$ cat config.mk
export PLATFORM = sky130hd
export DESIGN_NAME = sequence_generator_flat
export DESIGN_NICKNAME = d
export VERILOG_FILES = /design/src/rtl/sequence_generator_if.sv /design/src/rtl/sequence_generator.sv /design/src/flat_wrapper.sv
export SDC_FILE = /design/constraint.sdc
export NUM_CORES = 1
export LEC_CHECK = 0
export BUFFER_PORTS_ARGS = -buffer_cell sky130_fd_sc_hd__buf_2
export CORE_MARGIN = 4
export CORE_UTILIZATION = 57
export DETAILED_ROUTE_END_ITERATION = 16
export PLACE_DENSITY = 0.79
export SKIP_LAST_GASP = 1
export SLEW_MARGIN = 20
export SYNTH_ARGS = -nofsm -noshare
export SYNTH_HDL_FRONTEND = slang
export SYNTH_SLANG_ARGS = --single-unit
export TNS_END_PERCENT = 1
$ cat constraint.sdc
create_clock -name clk -period 3.35 [get_ports clk]
set_input_delay 0 -clock clk [delete_from_list [all_inputs] [get_ports clk]]
set_output_delay 0 -clock clk [all_outputs]
set_load 0.01 [all_outputs]
$ cat src/rtl/sequence_generator_if.sv
// Parallel-load / serial-out bus between a pattern source and the sequence generator.
interface sequence_generator_if #(
  parameter int unsigned WIDTH = 8,
  parameter int unsigned CNT_W = 4
);
  localparam int unsigned LEN_W = $clog2(WIDTH + 1);

  logic             load;
  logic             abort;
  logic [WIDTH-1:0] pattern;
  logic [LEN_W-1:0] len;
  logic [CNT_W-1:0] rpt;     // additional passes after the first
  logic             ready;
  logic             a;
  logic             valid;
  logic             done;

  modport master (
    output load, abort, pattern, len, rpt,
    input  ready, a, valid, done
  );

  modport slave (
    input  load, abort, pattern, len, rpt,
    output ready, a, valid, done
  );
endinterface

$ cat src/rtl/sequence_generator.sv
// Serial pattern transmitter: replays a captured pattern MSB-first, rpt+1 times,
// with GAP idle cycles between passes and a one-cycle done pulse at the end.
module sequence_generator #(
  parameter int unsigned WIDTH = 8,
  parameter int unsigned CNT_W = 4,
  parameter int unsigned GAP   = 2
) (
  input logic                 clk,
  input logic                 rst,
  sequence_generator_if.slave sif
);
  localparam int unsigned LEN_W  = $clog2(WIDTH + 1);
  localparam int unsigned IDX_W  = (WIDTH > 1) ? $clog2(WIDTH) : 1;
  localparam int unsigned PASS_W = CNT_W + 1;
  localparam int unsigned GAP_W  = 8;
  localparam logic [LEN_W-1:0] WIDTH_L = LEN_W'(WIDTH);

  typedef enum logic [1:0] {ST_IDLE, ST_SEND, ST_GAP, ST_DONE} state_t;

  state_t            state_q, state_d;
  logic [WIDTH-1:0]  pattern_q, pattern_d;
  logic [LEN_W-1:0]  len_q, len_d;
  logic [IDX_W-1:0]  idx_q, idx_d;
  logic [PASS_W-1:0] passes_q, passes_d;
  logic [GAP_W-1:0]  gap_q, gap_d;
  logic              ready_q, ready_d;
  logic              a_q, a_d;
  logic              valid_q, valid_d;
  logic              done_q, done_d;

  assign sif.ready = ready_q;
  assign sif.a     = a_q;
  assign sif.valid = valid_q;
  assign sif.done  = done_q;

  // State, captured transfer and registered outputs
  always_ff @(posedge clk) begin
    if (rst) begin
      state_q   <= ST_IDLE;
      pattern_q <= '0;
      len_q     <= '0;
      idx_q     <= '0;
      passes_q  <= '0;
      gap_q     <= '0;
      ready_q   <= 1'b1;
      a_q       <= 1'b0;
      valid_q   <= 1'b0;
      done_q    <= 1'b0;
    end else begin
      state_q   <= state_d;
      pattern_q <= pattern_d;
      len_q     <= len_d;
      idx_q     <= idx_d;
      passes_q  <= passes_d;
      gap_q     <= gap_d;
      ready_q   <= ready_d;
      a_q       <= a_d;
      valid_q   <= valid_d;
      done_q    <= done_d;
    end
  end

  // Next state, counters, and the output values that follow the next state
  always_comb begin
    state_d   = state_q;
    pattern_d = pattern_q;
    len_d     = len_q;
    idx_d     = idx_q;
    passes_d  = passes_q;
    gap_d     = gap_q;

    case (state_q)
      ST_IDLE: begin
        if (sif.load && !sif.abort) begin
          pattern_d = sif.pattern;
          len_d     = (sif.len == '0 || sif.len > WIDTH_L) ? WIDTH_L : sif.len;
          idx_d     = IDX_W'(len_d - LEN_W'(1));
          passes_d  = PASS_W'(sif.rpt) + PASS_W'(1);
          state_d   = ST_SEND;
        end
      end
      ST_SEND: begin
        if (sif.abort) begin
          state_d = ST_IDLE;
        end else if (idx_q != '0) begin
          idx_d = idx_q - IDX_W'(1);
        end else if (passes_q > PASS_W'(1)) begin
          passes_d = passes_q - PASS_W'(1);
          if (GAP > 0) begin
            gap_d   = GAP_W'(GAP - 1);
            state_d = ST_GAP;
          end else begin
            idx_d = IDX_W'(len_q - LEN_W'(1));
          end
        end else begin
          state_d = ST_DONE;
        end
      end
      ST_GAP: begin
        if (sif.abort) begin
          state_d = ST_IDLE;
        end else if (gap_q == '0) begin
          idx_d   = IDX_W'(len_q - LEN_W'(1));
          state_d = ST_SEND;
        end else begin
          gap_d = gap_q - GAP_W'(1);
        end
      end
      ST_DONE: state_d = ST_IDLE;
      default: state_d = ST_IDLE;
    endcase

    ready_d = (state_d == ST_IDLE);
    valid_d = (state_d == ST_SEND);
    a_d     = (state_d == ST_SEND) ? pattern_d[idx_d] : 1'b0;
    done_d  = (state_d == ST_DONE);
  end
endmodule

$ cat src/flat_wrapper.sv
// flat-port wrapper written by rule: the top's interface ports become plain ports
module sequence_generator_flat 
#(
  parameter int unsigned WIDTH = 8,
  parameter int unsigned CNT_W = 4,
  parameter int unsigned GAP   = 2
)
  (clk, rst, sif_load, sif_abort, sif_pattern, sif_len, sif_rpt, sif_ready, sif_a, sif_valid, sif_done);
  sequence_generator_if #(.WIDTH(WIDTH), .CNT_W(CNT_W)) sif_i ();
  input logic clk;
  input logic rst;
  input wire logic [$bits(sif_i.load)-1:0] sif_load;
  input wire logic [$bits(sif_i.abort)-1:0] sif_abort;
  input wire logic [$bits(sif_i.pattern)-1:0] sif_pattern;
  input wire logic [$bits(sif_i.len)-1:0] sif_len;
  input wire logic [$bits(sif_i.rpt)-1:0] sif_rpt;
  output wire logic [$bits(sif_i.ready)-1:0] sif_ready;
  output wire logic [$bits(sif_i.a)-1:0] sif_a;
  output wire logic [$bits(sif_i.valid)-1:0] sif_valid;
  output wire logic [$bits(sif_i.done)-1:0] sif_done;
  assign sif_i.load = sif_load;
  assign sif_i.abort = sif_abort;
  assign sif_i.pattern = sif_pattern;
  assign sif_i.len = sif_len;
  assign sif_i.rpt = sif_rpt;
  assign sif_ready = sif_i.ready;
  assign sif_a = sif_i.a;
  assign sif_valid = sif_i.valid;
  assign sif_done = sif_i.done;
  sequence_generator #(.WIDTH(WIDTH), .CNT_W(CNT_W), .GAP(GAP)) u_core (.clk(clk), .rst(rst), .sif(sif_i));
endmodule
* Word-level counts from Yosys, hierarchy flattened
Index checks and enable logic that the tools add are counted.
** Storage, ports and cells
- Register bits after elaboration :: 33
- Input bits :: 20
- Output and inout bits :: 4
- Word-level logic and storage cells :: 74
** Operators by class
- Add/sub/neg operators :: 6
- Order comparisons :: 3
- Eq/ne operators :: 11
- Mux-type cells :: 29
- Bitwise logic cells :: 1
- Reduce and logical (&&, ||, !) cells :: 14
** Operators with widths (count)
- $mux 8 :: 7
- $mux 5 :: 4
- $mux 3 :: 6
- $pmux 8 s2 :: 1
- $mux 2 :: 5
- $pmux 5 s2 :: 1
- $pmux 3 s3 :: 1
- $sub 3x1->3 const B :: 3
- $logic_not 8->1 :: 1
- $ne 2x2->1 const B :: 4
- $pmux 2 s4 :: 1
- $sub 8x1->8 const B :: 1
- $eq 2x2->1 const B :: 3
- $reduce_and 6->1 :: 1
- $add 4x1->5 const B :: 1
- $gt 5x1->1 const B :: 1
- $reduce_and 5->1 :: 1
- $sub 5x1->5 const B :: 1
- $eq 2x1->1 const B :: 2
- $gt 4x4->1 const B :: 1
- $logic_not 2->1 :: 2
- $logic_not 4->1 :: 1
- $lt 3x4->1 const B :: 1
- $ne 2x1->1 const B :: 2
- other kinds (10) :: 12

* Logic depth before layout (Yosys ltp)
- Word-level depth :: 8
- Depth in mapped cells :: 9

* Worst setup path before layout
No wires, ideal clock.
- Kind :: register to register
- From :: register u_core.idx_q[1]
- To :: register u_core.a_q (netlist: u_core.sif.a)
- Library setup time :: 0.120 ns
- Arrival time :: 2.292 ns
- Required time :: 3.230 ns
- Slack :: 0.938 ns
- Cell stages (with the launch flop) :: 10
- Path buffers :: 0
- Clock period less this slack :: 2.412 ns
- Path through :: dfxtp_1 inv_1 ha_1 nor2b_2 or3_4 a31oi_4 o221ai_4 mux4_1 mux4_2 nor3b_2
** Between the ends
- Longest elaborated chain between the ends :: 7
- Elaborated cells on any way between the ends :: 16
- Those cells by class :: add/sub (1); eq/ne (1); mux (11); bitwise (1); reduce/logical (2)
** Ends and longest elaborated chain
- start: declaration :: line sequence_generator.sv:23 : logic [IDX_W-1:0] idx_q, idx_d;
- start signal: assignment :: line sequence_generator.sv:53 : idx_q <= idx_d;
- branches (longest 7 deep; another with $sub 3x1->3)
- end signal: assignment :: line sequence_generator.sv:46 : a_q <= 1'b0;
- end signal: assignment :: line sequence_generator.sv:57 : a_q <= a_d;
- end: declaration :: line sequence_generator.sv:27 : logic a_q, a_d;
Parallel ways; which one is timed is not known. The select of a mux whose other input is x is not followed.
A chain may end at the register's enable or synchronous reset.

* Final worst setup path
- From :: register u_core.gap_q[2]
- To :: register u_core.a_q (netlist: u_core.sif.a)
** Between the ends
- Longest elaborated chain between the ends :: 7
- Elaborated cells on any way between the ends :: 12
- Those cells by class :: eq/ne (1); mux (8); bitwise (1); reduce/logical (2)
** Ends and longest elaborated chain
- start: declaration :: line sequence_generator.sv:25 : logic [GAP_W-1:0] gap_q, gap_d;
- start signal: assignment :: line sequence_generator.sv:55 : gap_q <= gap_d;
- $logic_not 8->1 * :: line sequence_generator.sv:102 : end else if (gap_q == '0) begin
- branches (longest 6 deep; another with $mux 3)
Mark *: on every way between the ends. The select of a mux whose other input is x is not followed.

==> flow_summary_export.csv <==
group,metric,value,unit
global_route,grt_pass1_wl,6950,um
logic_synthesis,synth_area_leaders,"dfxtp_1 35%, nor2_1 6.6%, mux4_1 5.6%",
power_and_ir_drop,power.total,864,uW
floorplan,ios,24,
routing,vias,1647,
power_and_ir_drop,ir_drop,0.263,mV
logic_synthesis,synthCells,218,
logic_synthesis,synth_nets,246,
floorplan,core_area,3100,um2
critical_path,cpLargestDelayFamily,"multiplexers",
global_route,antenna_found_initial,0,
logic_synthesis,async_flop_share,0,%
cells_and_area,seqCellArea,661,um2
sta,slew_headroom,56.0,%
floorplan,row_count,20,
logic_synthesis,ys.flop_type,"dfxtp_1",
sta,rsz0062_at_grt,"no",
critical_path,critical_path.startpoint_type,"flip-flop",
routing,drt_iter0_drc,146,
logic_synthesis,ys_warn_count,0,
sta,setup_tns,0,ns
critical_path,cp_max_fo,5,
placement,portBuffers,23,
critical_path,critPathKind,"reg -> reg",
logic_synthesis,ys_ff_latch,33,
worst_hold_path,min_path_type,"in -> reg",
cells_and_area,drive_above_1_share,16.7,%
critical_path,arrival,2.86,ns
critical_path,critPathMaxStageDelay,0.48,ns
global_route,overflow,0,
logic_synthesis,yosysTopAreaCell,"dfxtp_1",
sta,fin_crit,2.64,ns
sta,fin_skew,0.00540,ns
worst_hold_path,min_path_cells,3,
logic_synthesis,synth_edf_count,0,
job,maxCapViolCount,0,
cts,cts.sinks,33,
logic_synthesis,synth.avg_cell_area,8.64,um2
critical_path,r2r_cells,7,
power_and_ir_drop,p_leak,0.000872,uW
floorplan,die_h,65.5,um
placement,dp_hpwl,2780,um
sta,fmaxAchievable,379,MHz
critical_path,end_kind,"flip-flop",
logic_synthesis,ys_seq_area_share,35.1,%
cts,clk_pin_slew,0.10,ns
cells_and_area,num_antenna_cells,0,
cts,tritoncts,"done",
sta,fin_crit_sh,78.9,%
sta,finalHoldViolations,0,
global_route,grt_pass1_vias,1560,
cells_and_area,multi_input_area,1150,um2
routing,vias_per_cell,5.58,
cts,root_buffer,"clkbuf_4",
critical_path,crit_required,3.57,ns
floorplan,initial_core_util,60.7,%
global_route,grt_usage,20.9,%
cts,cts-htree-levels,2,
sta,setup_viol,0,
critical_path,cp_slowest_cell,"mux4_2",
sta,worstMarginPinSlew,0.660,ns
logic_synthesis,synthDominantCellAreaShare,35.1,%
cells_and_area,layout-area-overhead-vs-synth,15.4,%
global_route,grt_max_degree,24,
sta,slew_viol_final,0,
routing,dr.pass1.iters,4,
cells_and_area,fin_nets,279,
critical_path,critPathLaunch,"u_core.gap_q[2]",
routing,final_antenna_net_count,0,
logic_synthesis,synth_cell_types,48,
logic_synthesis,syn-cell-area,1880,um2
routing,totalWireLength,3950,um
floorplan,die_x,65.5,um
cts,cts_buffer_depth,2,
worst_hold_path,worstHoldStart,"sif_rpt[0]",
critical_path,crit-reg2reg-launch,"u_core.gap_q[2]",
placement,gp_congestion,0.794,
critical_path,cp_cell_sequence,"nor4_4 -> nand4b_2 -> mux2_4 -> o221ai_4 -> mux4_1 -> mux4_2 -> nor3b_2",
critical_path,crit_buf_inv,0,
cts,clk_latency,0.33,ns
cells_and_area,nFillCells,272,
run_status,outcome,"finished, final reports clean",
routing,wire_per_inst,13.4,um
critical_path,crit_cells,7,
cts,numCtsBuffers,5,
floorplan,die_area,4290,um2
routing,drc,0,
power_and_ir_drop,powerDensity,397,nW/um2
## logic make-up after synthesis
group | Yosys count | share of synthesized area [%]
simple gates | 94 | 25.3
fa+ha+maj | 8 | 5.31
compound gates | 46 | 16.5
buf+inv | 18 | 3.92
xor+xnor | 9 | 4.18
mux | 10 | 9.76
flops | 33 | 35.1
## routing by layer
metal | global-route usage (%) | wire (um) | share of wire [%] | up-vias
li1 | - | - | - | 835
met1 | 27.7 | 1860 | 47 | 764
met2 | 32.4 | 1830 | 46 | 40
met3 | 5.47 | 195 | 4.9 | 8
met4 | 8.03 | 61 | 1.5 | 0
met5 | 0 | 0 | 0 | -
## flip-flops by register name (all words and copies together), names as in the netlist
name,count
u_core.gap_q,8
u_core.pattern_q,8
u_core.passes_q,5
u_core.idx_q,3
u_core.len_q,3
u_core.state_q,2
u_core.sif.a,1
u_core.sif.done,1
u_core.sif.ready,1
u_core.sif.valid,1
## final timing paths
path	endpoint	slack [ns]
worst min-delay path	u_core.passes_q[0]	0.01
worst min register to register	u_core.pattern_q[3]	0.46
worst max-delay path	u_core.sif.a	0.71
worst max register to register	u_core.sif.a	0.71
## synth_stat cells, types with 2 or more instances
master	instances
xor2_1	7
nand4_1	2
ha_1	8
a22oi_1	3
buf_2	2
nor2_1	33
mux4_1	4
mux2i_1	3
a21oi_1	17
nor3_1	5
and2_1	2
nand2b_1	5
dfxtp_1	33
xnor2_1	2
a211oi_1	2
nor2b_1	3
inv_1	11
a211o_1	2
clkbuf_1	4
a21o_1	2
nand3_1	6
o21ai_0	11
nand2_1	26
## where the power goes
part	leakage [uW]	total, uW	internal, uW	switching (uW)
clock	0.0000314	226	99.0	127
combinational	0.000572	204	96.0	108
sequential	0.000269	435	413	21.3
## through the flow
stage	util, %	cell area, um2	hold slack (ns)	setup WS, ns	std cells
2_1_floorplan	-	1880	0.0961	0.938	218
3_3_place_gp	65.4	2030	0.253	0.841	279
3_5_place_dp	65.4	2030	0.256	0.738	279
4_1_cts	70.1	2170	0.00122	0.713	295
5_1_grt	70.1	2170	0.0185	0.585	295
6_report	70.1	2170	0.0146	0.708	295
## repair_timing
| item | 4_1_cts | 5_1_grt |
|---|---|---|
| gates resized for setup | 0 | 0 |
| setup buffers | 0 | 0 |
| endpoints found under the setup margin | 0 | 0 |
| hold buffers | 9 | 0 |
| hold endpoints to repair | 9 | 0 |
## layout make-up
class | count | area share (%)
multi-input cells | 167 | 52.9
flip-flops and latches | 33 | 30.4
repair buffers | 33 | 9.78
clock buffers | 7 | 2.53
well taps | 44 | 2.53
inverters | 11 | 1.90
## placed cells by master, fill, tap and decap left out, types with 2 or more instances in the layout
master | Yosys | routed
nor2b_1 | 3 | 3
dlygate4sd3_1 | 0 | 9
nor2_1 | 33 | 33
clkbuf_4 | 0 | 5
a21oi_1 | 17 | 17
ha_1 | 8 | 8
mux4_1 | 4 | 4
nand4_1 | 2 | 2
mux2i_1 | 3 | 3
a22oi_1 | 3 | 3
a211o_1 | 2 | 2
a211oi_1 | 2 | 2
and2_1 | 2 | 2
xnor2_1 | 2 | 2
nor3_1 | 5 | 5
nand2b_1 | 5 | 5
xor2_1 | 7 | 7
inv_1 | 11 | 11
a21o_1 | 2 | 2
nand3_1 | 6 | 6
dfxtp_1 | 33 | 33
o21ai_0 | 11 | 11
buf_2 | 2 | 23
nand2_1 | 26 | 26
## worst register-to-register path: cells and delay by family (launching register included)
family | cells | cell delay [ns]
and+or+nand+nor | 3 | 0.78
DFF | 1 | 0.37
AOI/OAI and AO/OA | 1 | 0.20
muxes | 3 | 1.18
No activity file was read; power rests on OpenSTA's default activity.
